<file path="src/rtl/if_id_pipe_reg.sv">
// IF/ID pipeline register with load-use hazard detection and wrong-path squash after a taken branch.
// Latency: one cycle from fetch to if_id_*; d_hazard_detected is combinational from the ID/EX inputs.
// Backpressure: a load-use hazard holds every register; a taken branch overrides it. Optional IF_ID_PERF_CNT_EN adds stall/flush counters.
module if_id_pipe_reg #(
    parameter int unsigned  FLUSH_CYCLES = 1,
    parameter logic [31:0]  NOP_INST     = 32'h47FF041F,
    parameter int unsigned  RA_LSB       = 21,
    parameter int unsigned  RB_LSB       = 16,
    parameter int unsigned  ZERO_REG     = 31
) (
    input  logic        clk,
    input  logic        rst,
    input  logic [31:0] if_PC_out,
    input  logic [31:0] if_NPC_out,
    input  logic [31:0] if_IR_out,
    input  logic        if_valid_inst_out,
    input  logic        ex_take_branch_out,
    input  logic        id_ex_valid_inst,
    input  logic        id_ex_rd_mem,
    input  logic [4:0]  id_ex_dest_reg_idx,
    output logic [31:0] if_id_PC,
    output logic [31:0] if_id_NPC,
    output logic [31:0] if_id_IR,
    output logic        if_id_valid_inst,
    output logic        d_hazard_detected
`ifdef IF_ID_PERF_CNT_EN
    ,
    output logic [31:0] stall_cnt,
    output logic [31:0] flush_cnt
`endif
);

    localparam logic [2:0] SQ_RELOAD = 3'(FLUSH_CYCLES - 1);
    localparam logic [4:0] ZERO_IDX  = 5'(ZERO_REG);

    generate
        if (FLUSH_CYCLES < 1 || FLUSH_CYCLES > 7) begin : g_bad_flush_cycles
            $fatal(1, "if_id_pipe_reg: FLUSH_CYCLES must be in 1..7");
        end
    endgenerate

    logic [2:0] sq_cnt;
    logic [4:0] ra_idx;
    logic [4:0] rb_idx;
    logic       raw_hazard;

    assign ra_idx = if_id_IR[RA_LSB +: 5];
    assign rb_idx = if_id_IR[RB_LSB +: 5];

    // Field B is compared even for literal-form instructions: a rare extra stall is cheaper than decoding here.
    assign raw_hazard = if_id_valid_inst & id_ex_valid_inst & id_ex_rd_mem
                      & (id_ex_dest_reg_idx != ZERO_IDX)
                      & ((id_ex_dest_reg_idx == ra_idx) | (id_ex_dest_reg_idx == rb_idx));

    assign d_hazard_detected = raw_hazard & ~ex_take_branch_out;

    always_ff @(posedge clk or negedge rst) begin
        if (!rst) begin
            if_id_PC         <= '0;
            if_id_NPC        <= '0;
            if_id_IR         <= NOP_INST;
            if_id_valid_inst <= 1'b0;
            sq_cnt           <= '0;
        end else if (ex_take_branch_out) begin
            if_id_PC         <= if_PC_out;
            if_id_NPC        <= if_NPC_out;
            if_id_IR         <= NOP_INST;
            if_id_valid_inst <= 1'b0;
            sq_cnt           <= SQ_RELOAD;
        end else if (!d_hazard_detected) begin
            if_id_PC  <= if_PC_out;
            if_id_NPC <= if_NPC_out;
            if (sq_cnt != 3'd0) begin
                if_id_IR         <= NOP_INST;
                if_id_valid_inst <= 1'b0;
                sq_cnt           <= sq_cnt - 3'd1;
            end else begin
                if_id_IR         <= if_IR_out;
                if_id_valid_inst <= if_valid_inst_out;
            end
        end
    end

`ifdef IF_ID_PERF_CNT_EN
    always_ff @(posedge clk or negedge rst) begin
        if (!rst) begin
            stall_cnt <= '0;
            flush_cnt <= '0;
        end else begin
            if (d_hazard_detected && stall_cnt != 32'hFFFF_FFFF)
                stall_cnt <= stall_cnt + 32'd1;
            if (ex_take_branch_out && flush_cnt != 32'hFFFF_FFFF)
                flush_cnt <= flush_cnt + 32'd1;
        end
    end
`endif

endmodule

</file>
<file path="config.mk">
export PLATFORM = sky130hd
export DESIGN_NAME = if_id_pipe_reg
export DESIGN_NICKNAME = d
export VERILOG_FILES = /design/src/rtl/if_id_pipe_reg.sv
export SDC_FILE = /design/constraint.sdc
export NUM_CORES = 1
export LEC_CHECK = 0
export CAP_MARGIN = 20
export CORE_UTILIZATION = 36
export CTS_CLUSTER_SIZE = 10
export DETAILED_ROUTE_END_ITERATION = 7
export HOLD_SLACK_MARGIN = 0.05
export PLACE_DENSITY_LB_ADDON = 0.1
export SLEW_MARGIN = 20
export SYNTH_ARGS = -nofsm -noshare
export SYNTH_HDL_FRONTEND = slang
export SYNTH_SLANG_ARGS = --single-unit
</file>
<file path="constraint.sdc">
create_clock -name clk -period 3.6 [get_ports clk]
set_input_delay 1.08 -clock clk [delete_from_list [all_inputs] [get_ports clk]]
set_output_delay 1.08 -clock clk [all_outputs]
set_load 0.05 [all_outputs]
</file>
---- Yosys cells after proc, flatten, opt, wreduce, memory -nomap -nowiden ----
Index checks and enable logic that the tools add are counted.
W data, S select, Z words.
storage, ports and cells
  bits in registers ....................... 100
  input port bits ......................... 107
  output and inout port bits .............. 98
  word-level logic and storage cells ...... 33
operators by class
  add/subtract/negate cells ............... 1
  eq/ne operators ......................... 4
  mux-type cells .......................... 13
  bitwise gates (word level) .............. 7
  reductions and logical operators ........ 3
operator list
  operator               count
  $mux W32               7
  $eq A5 B5 Y1           2
  $mux W3                3
  $and A1 B1 Y1          5
  $ne A5 B5 Y1 const B   1
  $mux W1                3
  $reduce_bool A3 Y1     1
  $sub A3 B1 Y3 const B  1
  $ne A2 B2 Y1 const B   1
  $reduce_and A2 Y1      1
  $reduce_bool A2 Y1     1
  $not A1 Y1             1
  $or A1 B1 Y1           1

---- Logic depth before layout (Yosys ltp) ----
Gate-level depths: netlist (run 1).
  depth after elaboration ................. 7
  depth in mapped cells ................... 8
  depth with buffers taken out ............ 6

---- Worst setup path after synthesis (run 1) ----
OpenSTA, ideal clock, no wires.
  kind .................................... in2out
  from .................................... input id_ex_dest_reg_idx[1]
  to ...................................... output d_hazard_detected
  data arrival time ....................... 2.396 ns
  required time ........................... 2.520 ns
  path slack .............................. 0.124 ns
  stages on the path ...................... 7
  buffers on the path ..................... 2
  cell sequence ........................... xor2_1 > nor3_1 > a22oi_1 > or2_1 > buf_6 > buf_2 > inv_1
on the way
  cells in the longest elaborated chain, start to end .. 4
  elaborated cells between the ends (all ways) .. 7
  classes of those cells .................. eq/ne (3); bitwise (4)
ends and longest elaborated chain
  item                                                  RTL line  text
  from (decl)                                           20        input logic [4:0] id_ex_dest_reg_idx,
  $ne A5 B5 Y1 / $eq A5 B5 Y1 (equally long branches)   52, 53
  $and A1 B1 Y1 / $or A1 B1 Y1 (equally long branches)  52, 53
  $and A1 B1 Y1 *                                       53        & ((id_ex_dest_reg_idx == ra_idx) | (id_ex_dest_reg_idx == rb_idx));
  $and A1 B1 Y1 *                                       55        assign d_hazard_detected = raw_hazard & ~ex_take_branch_out;
  to (decl)                                             25        output logic d_hazard_detected
Every way passes the cells marked *; elsewhere a longest branch is shown, timed or not.

---- Worst setup path in the final report (run 1) ----
  from .................................... input id_ex_dest_reg_idx[2]
  to ...................................... output d_hazard_detected
Same word-level chain as after synthesis.

==> metrics.md, run 1 <==
| Metric | Value |
|---|---|
| # hold bufs at CTS | `0` |
| PnR worst setup slack | `0.08975 ns` |
| Sink Count | `100` |
| Worst hold margin | `0.5055 ns` |
| Post-Place Cells | `655` |
| Final Setup Violations | `0` |
| Complex-gate fraction of the synthesized area | `0.03744` |
| Finished Layout Cells | `670` |
| CTS Buffer Depth | `2` |
| CP arrival | `2.43 ns` |
| Final Hold Fails | `0` |
| Status | `finished, violations left` |
| Synthesized area | `0.004344 sq mm` |
| CTS tree | `built` |
| CP endpoint kind | `primary output` |
| RSZ-0062 raised after global routing | `no` |
| Pwr Density | `521.3 mW/mm^2` |
| Type of origin of the critical path | `input pin` |
| CP max FO | `3` |
| Largest net degree at the start of global routing | `65` |
| Slew Limit Fails | `0` |
| Most common cell after layout, fill and taps aside | `clkdlybuf4s50_1` |
| Rows | `39` |
| Core Region | `0.01156 sq mm` |
| First-pass GRT wire length | `17350 microns` |
| Pre-CTS setup slack | `-0.1043 ns` |
| Tcrit/Tclk final | `0.9751` |
| Syn_nets | `426` |
| Most frequent cells in the layout | `198 x clkdlybuf4s50_1, 82 x dfrtp_1, 53 x mux2_4, 36 x inv_1, 23 x nor3_1` |
| FMAX | `284.9 MHz` |
| Fraction of the mapped netlist area in adder cells | `0.005760` |
| Skew final | `0.006438 ns` |
| Placed Instance Area | `0.006534 sq mm` |
| DR pass1 iterations | `7` |
| Cell taking the most area after synthesis | `dfrtp_1` |
| Die height | `111.9 microns` |
| CTS Root Cell | `clkbuf_16` |
| Critical-path top delay cell | `clkdlybuf4s50_1` |
| Least-Margin Pin Slew | `0.7068 ns` |
| Die area | `0.01251 sq mm` |
| Worst IR Drop VDD | `0.3339 mV` |
| Ant diodes | `0` |
| CP delay by family, top | `buffers and inverters` |
| Vias | `3120` |
| Buf/Inv on CP | `3` |
| Crit path time final | `3.510 ns` |
| Post-route DRC | `12` |
| Routability congestion estimate | `0.7628` |
| Sequential area share after synthesis | `0.5812` |
| Failing checks | `design-rule violations` |
| H-tree Lvls | `3` |
| Share of cells above drive strength 1 | `0.2106` |
| Via density | `4.657` |
| Syn-to-layout area delta | `58.73%` |
| Nets | `632` |
| Multiplexer share of the synthesized area | `0.2440` |
| Hpwl dp | `7580 microns` |
| Drt total wl | `10940 microns` |
| # IOs | `205` |
| Area contributors post-synth | `dfrtp_1 47%, mux2_4 18%, dfstp_2 11%, mux2i_1 3.2%, inv_1 3.1%` |
| Count of different cell masters after synthesis | `25` |
| XOR/XNOR Fraction of Synth Area | `0.02016` |
| TritonCTS Buffers | `9` |
| DRT iter0 DRCs | `173` |
| Slew headroom | `0.5288` |
| Final Util | `0.5962` |
| Power consumption | `3.595 mW` |
| Clock Pin Slew Worst Setup and Hold Paths | `0.07 ns` |
| Post-route setup TNS | `0 ns` |
| Synth Register Bits | `100` |
| Vias in the first global route | `3308` |
| Ys Warns | `0` |
| Skew-Pair Late Insertion Delay | `0.34 ns` |
| Crit Path Category | `input pin to primary output` |
| GRT Util Overall | `0.1804` |
| Drt wl/cell | `16.33 microns` |
| Crit path cell chain | `clkdlybuf4s50_1, xor2_1, nor2_1, a22oi_2, or2_4, inv_1, buf_6` |
| CP peak stage delay | `0.47 ns` |
| GR Overflow Total | `0` |
| Max-capacitance violation count | `0` |
| Leakage power | `3.181 nW` |
| Initial antenna violation count | `0` |
| Avg Cell Area, Syn | `13.70 sq um` |
| Required @ worst endpoint | `2.52 ns` |
| Post-DRT Antenna Nets | `0` |
| Die extent in x | `111.9 microns` |
| Initial core utilization | `0.3756` |
| Hold Path Class | `flip-flop to flip-flop` |
| Main combinational cell family by area after synthesis | `multiplexers` |
| Setup bufs post-CTS | `0` |
| Port bufs | `204` |
| Simple-gate share of the synthesized area | `0.05012` |
| Post-Syn Instances | `317` |
| Design Area, Final | `0.006895 sq mm` |
| Yosys top cell area share | `0.4724` |
==> Yosys cell counts <==
| cell | count |
|---|---|
| mux2_2 | 11 |
| nor2b_1 | 1 |
| nand3_1 | 1 |
| nor3_1 | 23 |
| buf_4 | 1 |
| mux2_4 | 53 |
| o21bai_1 | 1 |
| buf_2 | 3 |
| dfstp_2 | 18 |
| o211ai_1 | 1 |
| mux2i_1 | 14 |
| o21ai_0 | 2 |
| dfrtp_1 | 82 |
| nor2_1 | 2 |
| inv_1 | 36 |
| nand2_1 | 18 |
| or2_1 | 1 |
| ha_1 | 2 |
| a22o_1 | 2 |
| clkbuf_1 | 8 |
| buf_6 | 7 |
| a22oi_1 | 1 |
| and4b_1 | 1 |
| a31oi_1 | 18 |
| xor2_1 | 10 |
==> final cells by class <==
class / count / area (sq um)
clock buffers: 10 / 229.0
flip-flops and latches: 100 / 2525
fillers: 970 / 4669
well taps: 143 / 178.9
clock inverters: 5 / 125.1
repair buffers: 214 / 2140
multi-input cells: 162 / 1563
inverters: 36 / 135.1
==> where the power goes <==
part	internal (mW)	switching, mW
clock	0.745	0.410
combinational	0.442	0.645
sequential	1.28	0.0777
==> state kept, by name, summed over array words and instances (netlist names) <==
signal / flops
if_id_valid_inst: 1
if_id_PC: 32
sq_cnt: 3
if_id_IR: 32
if_id_NPC: 32
==> routing by layer <==
metal	track usage	routed length, microns
met1	0.2159	4558
met2	0.3014	5465
met3	0.06913	768
met4	0.05225	150
met5	0	0
==> final timing paths <==
path | start | end | slack [ns] | cells after the start
max | id_ex_dest_reg_idx[2] | d_hazard_detected | 0.09 | 7
min | if_id_PC[8] | if_id_PC[8] | 0.51 | 1
max reg2reg | if_id_IR[21] | if_id_PC[26] | 1.33 | 7
min reg2reg | if_id_PC[8] | if_id_PC[8] | 0.51 | 1
max in group asynchronous | rst | if_id_PC[23] | 2.10 | 2
min in group asynchronous | rst | if_id_PC[2] | 0.78 | 1
==> kinds of logic (layout without fill, tap and decap cells) <==
group	after synthesis	in the layout
xor+xnor	10	10
compound gates	25	25
fa+ha+maj	2	2
flops	100	100
buf+inv	55	265
simple gates	47	47
mux	78	78
==> repair_timing <==
item | in CTS | in global routing
setup endpoints to repair | 1 | 1
pin swaps | 2 | 0
gates resized for setup | 4 | 2
Power figures use the tool's default switching activity.
==> inputs of run 2 (changes only) <==
--- a/config.mk
+++ b/config.mk
@@ -15,3 +15,4 @@
 export SYNTH_ARGS = -nofsm -noshare
 export SYNTH_HDL_FRONTEND = slang
 export SYNTH_SLANG_ARGS = --single-unit
+export TNS_END_PERCENT = 1
==> results of run 2 <==
No change in the layout: final DEF, timing and power equal those of run 1.
==> inputs of run 3 (changes only) <==
--- a/config.mk
+++ b/config.mk
@@ -5,7 +5,6 @@
 export SDC_FILE = /design/constraint.sdc
 export NUM_CORES = 1
 export LEC_CHECK = 0
-export CAP_MARGIN = 20
 export CORE_UTILIZATION = 36
 export CTS_CLUSTER_SIZE = 10
 export DETAILED_ROUTE_END_ITERATION = 7
==> results of run 3 <==
No change in the layout: final DEF, timing and power equal those of run 1.
